### config.mk
export PLATFORM = sky130hd
export DESIGN_NAME = led_seq_ctrl
export DESIGN_NICKNAME = d
export VERILOG_FILES = /design/src/rtl/led_seq_ctrl.sv
export SDC_FILE = /design/constraint.sdc
export NUM_CORES = 1
export LEC_CHECK = 0
export CAP_MARGIN = 20
export CORE_UTILIZATION = 45
export CTS_BUF_LIST = sky130_fd_sc_hd__clkbuf_4
export DETAILED_ROUTE_END_ITERATION = 16
export MAX_ROUTING_LAYER = met4
export PLACE_DENSITY = 0.65
export SETUP_SLACK_MARGIN = 0.05
export SYNTH_ARGS = -nofsm -noshare
export SYNTH_HDL_FRONTEND = slang
export SYNTH_SLANG_ARGS = --single-unit
export TNS_END_PERCENT = 100
### constraint.sdc
create_clock -name clk -period 1.7 [get_ports clk]
set_clock_uncertainty 0.05 [all_clocks]
set_input_delay 0.34 -clock clk [delete_from_list [all_inputs] [get_ports clk]]
set_output_delay 0.34 -clock clk [all_outputs]
set_load 0.01 [all_outputs]
### src/rtl/led_seq_ctrl.sv
// Pattern sequencer for the 4-bit LED bank: req/ack mode loading, prescaled stepping.
// Optional PWM dimming is enabled by defining LED_PWM_DIM_EN.
module led_seq_ctrl #(
    parameter int CLK_HZ   = 50_000_000,
    parameter int STEP_HZ  = 4,
    parameter int PWM_BITS = 4
) (
    input  logic                clk,
    input  logic                rst_n,
    input  logic                enable,
    input  logic                mode_req,
    input  logic [1:0]          mode,
`ifdef LED_PWM_DIM_EN
    input  logic [PWM_BITS-1:0] duty,
`endif
    output logic                mode_ack,
    output logic                busy,
    output logic [3:0]          led
);

    localparam int DIV   = CLK_HZ / STEP_HZ;
    localparam int CNT_W = (DIV > 1) ? $clog2(DIV) : 1;
    localparam logic [CNT_W-1:0] CNT_MAX = CNT_W'(DIV - 1);

    localparam logic [1:0] S_IDLE  = 2'd0;
    localparam logic [1:0] S_SHIFT = 2'd1;
    localparam logic [1:0] S_BLINK = 2'd2;
    localparam logic [1:0] S_COUNT = 2'd3;

    if (DIV < 1) begin : g_div_chk
        $error("led_seq_ctrl: CLK_HZ/STEP_HZ must be at least 1");
    end
    if (PWM_BITS < 1) begin : g_pwm_chk
        $error("led_seq_ctrl: PWM_BITS must be at least 1");
    end

    logic [1:0]       r_state;
    logic [3:0]       r_pattern;
    logic [CNT_W-1:0] r_cnt;
    logic             r_ack;
    logic             r_busy;
    logic [3:0]       r_led;

    logic [1:0]       w_state_nxt;
    logic [3:0]       w_pattern_nxt;
    logic [CNT_W-1:0] w_cnt_nxt;
    logic             w_ack_nxt;
    logic [3:0]       w_led_mask;
    logic             w_accept;
    logic             w_tick;

    function automatic logic [1:0] mode_to_state(input logic [1:0] m);
        case (m)
            2'd1:    mode_to_state = S_SHIFT;
            2'd2:    mode_to_state = S_BLINK;
            2'd3:    mode_to_state = S_COUNT;
            default: mode_to_state = S_IDLE;
        endcase
    endfunction

    function automatic logic [3:0] seed_of(input logic [1:0] s);
        case (s)
            S_SHIFT: seed_of = 4'b0001;
            S_BLINK: seed_of = 4'b1111;
            default: seed_of = 4'b0000;
        endcase
    endfunction

    function automatic logic [3:0] step_of(input logic [1:0] s, input logic [3:0] p);
        case (s)
            S_SHIFT: step_of = {p[2:0], p[3]};
            S_BLINK: step_of = ~p;
            S_COUNT: step_of = p + 4'd1;
            default: step_of = 4'b0000;
        endcase
    endfunction

    // A request is taken only after the previous ack has been released.
    assign w_accept = mode_req & ~r_ack;
    assign w_tick   = enable & (r_cnt == CNT_MAX);

    always_comb begin
        w_state_nxt   = r_state;
        w_pattern_nxt = r_pattern;
        w_cnt_nxt     = r_cnt;
        if (w_accept) begin
            // Acceptance overrides a coincident tick: seed loads, prescaler restarts.
            w_state_nxt   = mode_to_state(mode);
            w_pattern_nxt = seed_of(mode_to_state(mode));
            w_cnt_nxt     = '0;
        end else if (enable) begin
            w_cnt_nxt = w_tick ? '0 : r_cnt + 1'b1;
            if (w_tick) begin
                w_pattern_nxt = step_of(r_state, r_pattern);
            end
        end
    end

    always_comb begin
        w_ack_nxt = r_ack;
        if (w_accept) begin
            w_ack_nxt = 1'b1;
        end else if (!mode_req) begin
            w_ack_nxt = 1'b0;
        end
    end

`ifdef LED_PWM_DIM_EN
    logic [PWM_BITS-1:0] r_pwm_cnt;

    always_ff @(posedge clk or negedge rst_n) begin
        if (!rst_n) begin
            r_pwm_cnt <= '0;
        end else begin
            r_pwm_cnt <= r_pwm_cnt + 1'b1;
        end
    end

    assign w_led_mask = {4{r_pwm_cnt < duty}};
`else
    assign w_led_mask = 4'b1111;
`endif

    always_ff @(posedge clk or negedge rst_n) begin
        if (!rst_n) begin
            r_state   <= S_IDLE;
            r_pattern <= 4'b0000;
            r_cnt     <= '0;
            r_ack     <= 1'b0;
            r_busy    <= 1'b0;
            r_led     <= 4'b0000;
        end else begin
            r_state   <= w_state_nxt;
            r_pattern <= w_pattern_nxt;
            r_cnt     <= w_cnt_nxt;
            r_ack     <= w_ack_nxt;
            r_busy    <= (w_state_nxt != S_IDLE);
            r_led     <= r_pattern & w_led_mask;
        end
    end

    assign mode_ack = r_ack;
    assign busy     = r_busy;
    assign led      = r_led;

endmodule

== After elaboration in Yosys (flattened, before gate mapping) ==
Cells that the tools add are included.

* Register bits: 36
* Input bits: 6
* Output and inout bits: 6
* Word-level logic and storage cells: 39

* Add/subtract/negate cells: 2
* Eq/ne operators: 10
* Mux-type cells: 13
* Bitwise operators: 4
* Reduce and logical (&&, ||, !) cells: 4

{| class="wikitable"
|+ Operators by type and width
! kind !! count
|-
| $mux W24 || 3
|-
| $add A24 B1 Y24 const B || 1
|-
| $eq A24 B24 Y1 const B || 1
|-
| $mux W4 || 3
|-
| $pmux W4 S3 || 1
|-
| $eq A2 B2 Y1 const B || 5
|-
| $pmux W4 S2 || 1
|-
| $eq A2 B1 Y1 const B || 3
|-
| $pmux W2 S3 || 1
|-
| $reduce_bool A2 Y1 || 3
|-
| $add A4 B1 Y4 const B || 1
|-
| $mux W2 || 2
|-
| $not A4 Y4 || 1
|-
| $and A1 B1 Y1 || 2
|-
| $mux W1 || 2
|-
| $ne A2 B1 Y1 const B || 1
|-
| $reduce_and A2 Y1 || 1
|-
| $not A1 Y1 || 1
|}

== Logic depth before layout (Yosys ltp) ==
Gate-level depths: netlist (run 1).

* Depth in word-level cells: 6
* Depth in mapped cells: 7
* Mapped depth without buffers: 6

== Least setup slack after synthesis (run 1) ==
Ideal clock, no wire load.

* Path kind: register -> register
* From: register r_cnt[22]
* To: register r_pattern[3]
* Library setup time: 122 ps
* Arrival: 1679 ps
* Required time: 1528 ps
* Slack: -151 ps
* Cell stages (with the launch flop): 6
* Buffers on the path: 0
* Clock period less this slack: 1851 ps
* Path through: dfrtp_1 -> nand2b_4 -> or4_4 -> nor4_4 -> mux2i_1 -> o21ai_1

* Cells in the longest elaborated chain, start to end: 4

{| class="wikitable"
|+ Ends and longest elaborated chain
! what !! RTL line !! RTL
|-
| start: declaration || 39 || <nowiki>logic [CNT_W-1:0] r_cnt;</nowiki>
|-
| start signal: assignment || 135 || <nowiki>r_cnt <= w_cnt_nxt;</nowiki>
|-
| $eq A24 B24 Y1 || 80 || <nowiki>assign w_tick = enable & (r_cnt == CNT_MAX);</nowiki>
|-
| $and A1 B1 Y1 || 80 ||
|-
| $reduce_bool A2 Y1 (no source line) || - ||
|-
| $reduce_and A2 Y1 (no source line) || - ||
|-
| end signal: assignment || 134 || <nowiki>r_pattern <= w_pattern_nxt;</nowiki>
|-
| end: declaration || 38 || <nowiki>logic [3:0] r_pattern;</nowiki>
|}

Every way passes these cells.
A chain may end at the register's enable or synchronous reset.

== Final worst setup path (run 1) ==
* From: register r_cnt[18]
* To: register r_pattern[0]

Same word-level chain as after synthesis.

==> reports/results.ini, run 1 <==
[yosys]
avgSynthCellArea_um2 = 9.50
synthAdderAreaFrac = 0.0369
yosysSeqAreaShare = 0.443
yosys.area_share.simple = 0.304
synth_area_um2 = 2030
postSynthCellCount = 214
yosys.area.top_type = dfrtp_1
synth_cell_types = 46
synth-xor-area-share = 0.0862
synth_area_leaders = dfrtp_1 44%, xnor2_1 8.2%, nor2_1 5.2%
synth_top_family_by_area = simple AND/OR/NAND/NOR gates
synth-compound-area-share = 0.0647
muxShareOfSynthArea = 0.0203
yosysWarnings = 0
synthArstFlopShare = 1.00
ys_ff_latch = 36
synth_edf_count = 0
synth_nets = 226
synth_common_cells = 36 x dfrtp_1, 28 x nor2_1, 19 x xnor2_1
post-synth-top-area-fraction = 0.443
synth-main-ff-cell = dfrtp_1
synth_most_common_cell = dfrtp_1

[routing]
ant_nets = 0
routed_wirelength_um = 4900
drtPass1Iterations = 4
drt_iter0_drc = 91
drc = 0
wl_per_cell_um = 14.9
vias = 1771
post_drt_via_cell_ratio = 5.38

[clock_tree]
cts_sinks = 36
clock_path_buffers = 2
cts_buffers = 5
root_buffer = clkbuf_4
cts_tree = built
htreeDepth = 2
clock_latency_ns = 0.35
clk_pin_slew_ns = 0.12

[sta]
max_slew_margin = 0.697
setup_ws_ns = -0.171
slew_viol_final = 0
tightest_slew_ns = 0.454
fin_setup_tns_ns = -3.82
setup_viol = 28
fin_crit_sh = 1.10
holdWs_ns = 0.425
post-route-min-period_ns = 1.87
report.final.hold_viol_count = 0
max_freq_mhz = 535
rsz0062_at_grt = yes

[setup_path]
worstReg2RegStart = r_cnt[18]
cp_max_fo = 5
crit_arrival_ns = 2.07
critPathBufInv = 1
cp-start-kind = flop
required_ns = 1.90
end_kind = flop
crit_chain = nand3_2 -> or4_4 -> nor4_4 -> buf_4 -> mux2i_1 -> o21ai_1
critPathKind = reg -> reg
r2r_end = r_pattern[0]
cp_top_family = simple AND/OR/NAND/NOR gates
startpoint = r_cnt[18]
cp_slowest_cell = or4_4
ff2ff_setup_slack_ns = -0.17
rr_worst_depth = 6
slowest_delay_ns = 0.50

[final_layout]
final_core_util = 0.648
layout.cells.non_filler = 329
diodes = 0
final_nets = 288
areaGrowthSynthToFinish_pct = 38.9
drive_above_1_share = 0.383

[min_path]
whs_path_depth = 0
hold_path_class = reg -> reg
hold_start = r_pattern[2]
whs_endpoint = led[2]

[die]
ioPinCount = 12
fp.dieH_um = 69.2
core_um2 = 4350
initial_utilization = 0.467
std_cell_rows = 24
die_area_um2 = 4790
die_w_um = 69.2

[power_and_ir_drop]
power_density_nw_per_um2 = 631
leakage_nw = 1.20
peakVddDrop_mv = 0.465

[placed_design]
dp.cells = 313
post-place-ws_ns = -0.377
gp_congestion = 0.878
io_buffers = 11
dp.final_hpwl_um = 3220

[global_routing]
grt-ovfl-total = 0
grt_usage = 0.213
grt_start_max_net_pins = 37
antenna_found_initial = 0
grt_first_pass_wirelength_um = 7730
grt_pass1_vias = 1630

[run]
maxCapViolCount = 0

[outcome]
status = complete, but fails checks
violations = setup timing

-- per-stage QoR --
stage / cell area [µm²] / power [mW]
2_1_floorplan: 2070 / 1.18
3_3_place_gp: 2530 / 1.31
3_5_place_dp: 2530 / 1.32
4_1_cts: 2620 / 1.77
5_1_grt: 2820 / 1.87
6_report: 2820 / 1.78
-- routing by layer --
metal / share of wire / vias up / track usage / wire, µm
li1: - / 876 / - / -
met1: 0.47 / 856 / 0.290 / 2320
met2: 0.47 / 33 / 0.309 / 2320
met3: 0.034 / 6 / 0.0436 / 169
met4: 0.018 / 0 / 0.0907 / 87
met5: 0 / - / - / 0
-- worst register-to-register path, stage by stage, from the launching register on --
cell and delay, ns:
dfrtp_1 0.40, nand3_2 0.08, or4_4 0.50, nor4_4 0.27, buf_4 0.18, mux2i_1 0.21, o21ai_1 0.08
-- registers in the layout, indices dropped and copies added, names as in the netlist --
signal	count
r_cnt	24
led	4
r_pattern	4
r_state	2
busy	1
mode_ack	1
-- cell families (layout without fill, tap and decap cells) --
logic type,after synthesis,after routing
compound gates,20,20
flops,36,36
mux,4,4
fa+ha+maj,6,6
buf+inv,18,81
xor+xnor,20,20
simple gates,110,110
-- where the power goes --
part / internal (mW) / switching (mW) / total, mW
Sequential: 0.917 / 0.0587 / 0.975
Clock: 0.152 / 0.292 / 0.444
Combinational: 0.190 / 0.170 / 0.360
Total: 1.26 / 0.521 / 1.78
-- worst max path at each step --
stage                         endpoint  slack, ns  cells past startpoint
after floorplan           r_pattern[3]      -0.01                      6
after global routing      r_pattern[0]      -0.24                      6
after global placement       r_cnt[20]      -0.35                      7
after CTS                 r_pattern[0]      -0.16                      6
after detailed placement     r_cnt[20]      -0.38                      7
final                     r_pattern[0]      -0.17                      6
-- area by class of cell --
| cell class | instances | area, µm² |
|---|---|---|
| Clock buffer | 5 | 37.5 |
| Clock inverter | 3 | 13.8 |
| Fill cell | 352 | 1530 |
| Inverter | 6 | 22.5 |
| Multi-Input combinational cell | 160 | 1180 |
| Sequential cell | 36 | 903 |
| Tap cell | 52 | 65.1 |
| Timing Repair Buffer | 67 | 596 |
-- cells in the final DEF (no fill, tap or decap), types with 6 or more instances in the layout --
cell type        instances
nor4_1                   8
xnor2_1                 19
ha_1                     6
nand4_1                  6
clkdlybuf4s50_1          8
nor2_1                   9
buf_4                   47
dfrtp_1                 34
nand3_1                 11
inv_1                    6
nand2_1                 14
nor2_2                  17
-- what timing repair did --
item                                    in CTS  in global routing
endpoints found under the setup margin      29                 29
hold buffers                                 1                  0
buffers inserted                             1                  4
resized for setup                            7                 36
pin swaps                                    5                 13
gates cloned                                 0                  3
hold endpoints to repair                    36                  0
No activity file was read; power rests on OpenSTA's default activity.
==> run 2, diff against run 1 <==
--- a/config.mk
+++ b/config.mk
@@ -10,9 +10,8 @@
 export CTS_BUF_LIST = sky130_fd_sc_hd__clkbuf_4
 export DETAILED_ROUTE_END_ITERATION = 16
 export MAX_ROUTING_LAYER = met4
-export PLACE_DENSITY = 0.65
+export PLACE_DENSITY_LB_ADDON = 0.08
 export SETUP_SLACK_MARGIN = 0.05
 export SYNTH_ARGS = -nofsm -noshare
 export SYNTH_HDL_FRONTEND = slang
 export SYNTH_SLANG_ARGS = --single-unit
-export TNS_END_PERCENT = 100
==> run 2 against run 1 <==
The flow still finishes with violations (setup timing). First-iteration DRC count shrank 40%. Clock-buffer cell count is the same. Final area fell by 1.3%. Critical path type unchanged. Critical endpoint is now r_cnt[0]. Non-clock buffer count decreased by 1.
==> reports/results.ini, run 2 (same netlist as run 1, synthesis figures left out) <==
[outcome]
status = complete, but fails checks
violations = setup timing

[setup_path]
cp.depth = 7  ; +1
cp_slowest_cell = or4b_4
cp-start-kind = flop
end_kind = flop
crit_chain = buf_4 -> or4b_4 -> nor3_4 -> nand3_4 -> buf_6 -> nand3b_1 -> a21oi_2
slowest_delay_ns = 0.50  ; about the same
critPathBufInv = 2  ; +1
critPathKind = reg -> reg
crit_arrival_ns = 2.06  ; about the same
cp_max_fo = 4  ; -1
rr_worst_depth = 7  ; +1
cp_top_family = simple AND/OR/NAND/NOR gates
required_ns = 1.90  ; about the same
ff2ff_setup_slack_ns = -0.16  ; about the same

[final_layout]
final_cell_mix = 47 x buf_4, 36 x dfrtp_1, 28 x nor2_1, 19 x xnor2_1, 14 x nand2_1
final_core_util = 0.640  ; -0.00833
areaGrowthSynthToFinish_pct = 37.1
num-fill-cells = 348  ; -1.1%
largest_reg_flops = 24  ; unchanged
final_nets = 287  ; -0.35%
layout_commonest_cell = buf_4
regMostFlops = r_cnt
diodes = 0  ; unchanged
drive_above_1_share = 0.312  ; -0.0711

[routing]
drc = 0  ; unchanged
drt_iter0_drc = 55  ; -40%
routed_wirelength_um = 5000  ; +2.0%
ant_nets = 0  ; unchanged
vias = 1758  ; -0.73%
wl_per_cell_um = 15.2  ; +2.3%
drtPass1Iterations = 4  ; unchanged
post_drt_via_cell_ratio = 5.36  ; -0.43%

[placed_design]
dp.final_hpwl_um = 3220  ; about the same
io_buffers = 11  ; unchanged
gp_congestion = 0.806  ; -8.2%
post-place-ws_ns = -0.406  ; -0.0295 ns

[die]
std_cell_rows = 24  ; unchanged
ioPinCount = 12  ; unchanged
fp.dieH_um = 69.2  ; unchanged
die_area_um2 = 4790  ; unchanged
die_w_um = 69.2  ; unchanged
core_um2 = 4350  ; unchanged
initial_utilization = 0.467  ; unchanged

[sta]
report.final.hold_viol_count = 0  ; unchanged
fin_setup_tns_ns = -3.83  ; -0.00495 ns
rsz0062_at_grt = yes
setup_ws_ns = -0.162  ; +0.00884 ns
holdWs_ns = 0.303  ; -0.123 ns
setup_viol = 28  ; unchanged
slew_viol_final = 0  ; unchanged
tightest_slew_ns = 0.502  ; +0.0481 ns
max_freq_mhz = 537  ; +0.48%
post-route-min-period_ns = 1.86  ; -0.00884 ns
fin_crit_sh = 1.10  ; -0.00520
max_slew_margin = 0.665  ; -0.0321

[min_path]
hold_path_class = in -> async

[clock_tree]
htreeDepth = 2  ; unchanged
clock_path_buffers = 2  ; unchanged
root_buffer = clkbuf_4
clock_latency_ns = 0.35  ; about the same
cts_hold_buffers = 0  ; -1
cts_tree = built
clk_pin_slew_ns = 0.11  ; about the same
cts_sinks = 36  ; unchanged
cts_buffers = 5  ; unchanged

[global_routing]
grt_start_max_net_pins = 37  ; unchanged
grt-ovfl-total = 0  ; unchanged
grt_usage = 0.226  ; +0.0134
grt_first_pass_wirelength_um = 8380  ; +8.3%
grt_pass1_vias = 1812  ; +11%
antenna_found_initial = 0  ; unchanged

[power_and_ir_drop]
leakage_nw = 1.25  ; +4.5%
power_density_nw_per_um2 = 639  ; +1.3%
peakVddDrop_mv = 0.339  ; -27%

[run]
maxCapViolCount = 0  ; unchanged

[run 2: path summary, 6_finish.rpt]
| check | startpoint | to |
|---|---|---|
| setup / recovery | r_cnt[8] | r_cnt[0] |
| hold / removal | rst_n | r_pattern[1] |
| setup reg to reg | r_cnt[8] | r_cnt[0] |
| max in group asynchronous | rst_n | r_cnt[7] |
| hold reg to reg | r_pattern[2] | led[2] |
| min in group clk | r_pattern[2] | led[2] |
[run 2: metrics by stage]
step	cell area (µm²)	total power, mW	instances
2_1_floorplan	2070	1.18	214
3_3_place_gp	2520	1.31	309
3_5_place_dp	2520	1.33	309
4_1_cts	2660	1.79	325
5_1_grt	2790	1.89	328
6_report	2790	1.78	328
[run 2: final cells by class]
cell class | count | area (µm²) | area share
sequential | 36 | 901 | 0.323
clock inverter | 3 | 13.8 | 0.00494
clock buffer | 5 | 37.5 | 0.0135
tap | 52 | 65.1 | 0.0234
multi-input combinational | 160 | 1140 | 0.409
timing repair buffer | 66 | 607 | 0.218
inverter | 6 | 22.5 | 0.00809
[run 2: what timing repair did]
action,4_1_cts,5_1_grt
hold endpoints to repair,0,0
endpoints found under the setup margin,29,32
buffers inserted,9,0
pin swaps,13,0
gates resized for setup,10,13
cloned,0,3
[run 2: report_power, final]
part	internal, mW	total, mW	leakage [nW]	switching, mW
logic	0.192	0.364	0.740	0.172
registers	0.917	0.975	0.481	0.0588
clock network	0.152	0.441	0.0324	0.289
total	1.26	1.78	1.25	0.520
[run 2: metal layers]
layer / share of wire / vias up / GRT usage
met5: 0 / - / -
met4: 0.021 / 0 / 0.0839
met3: 0.027 / 11 / 0.0465
met2: 0.52 / 24 / 0.372
met1: 0.43 / 843 / 0.274
li1: - / 880 / -
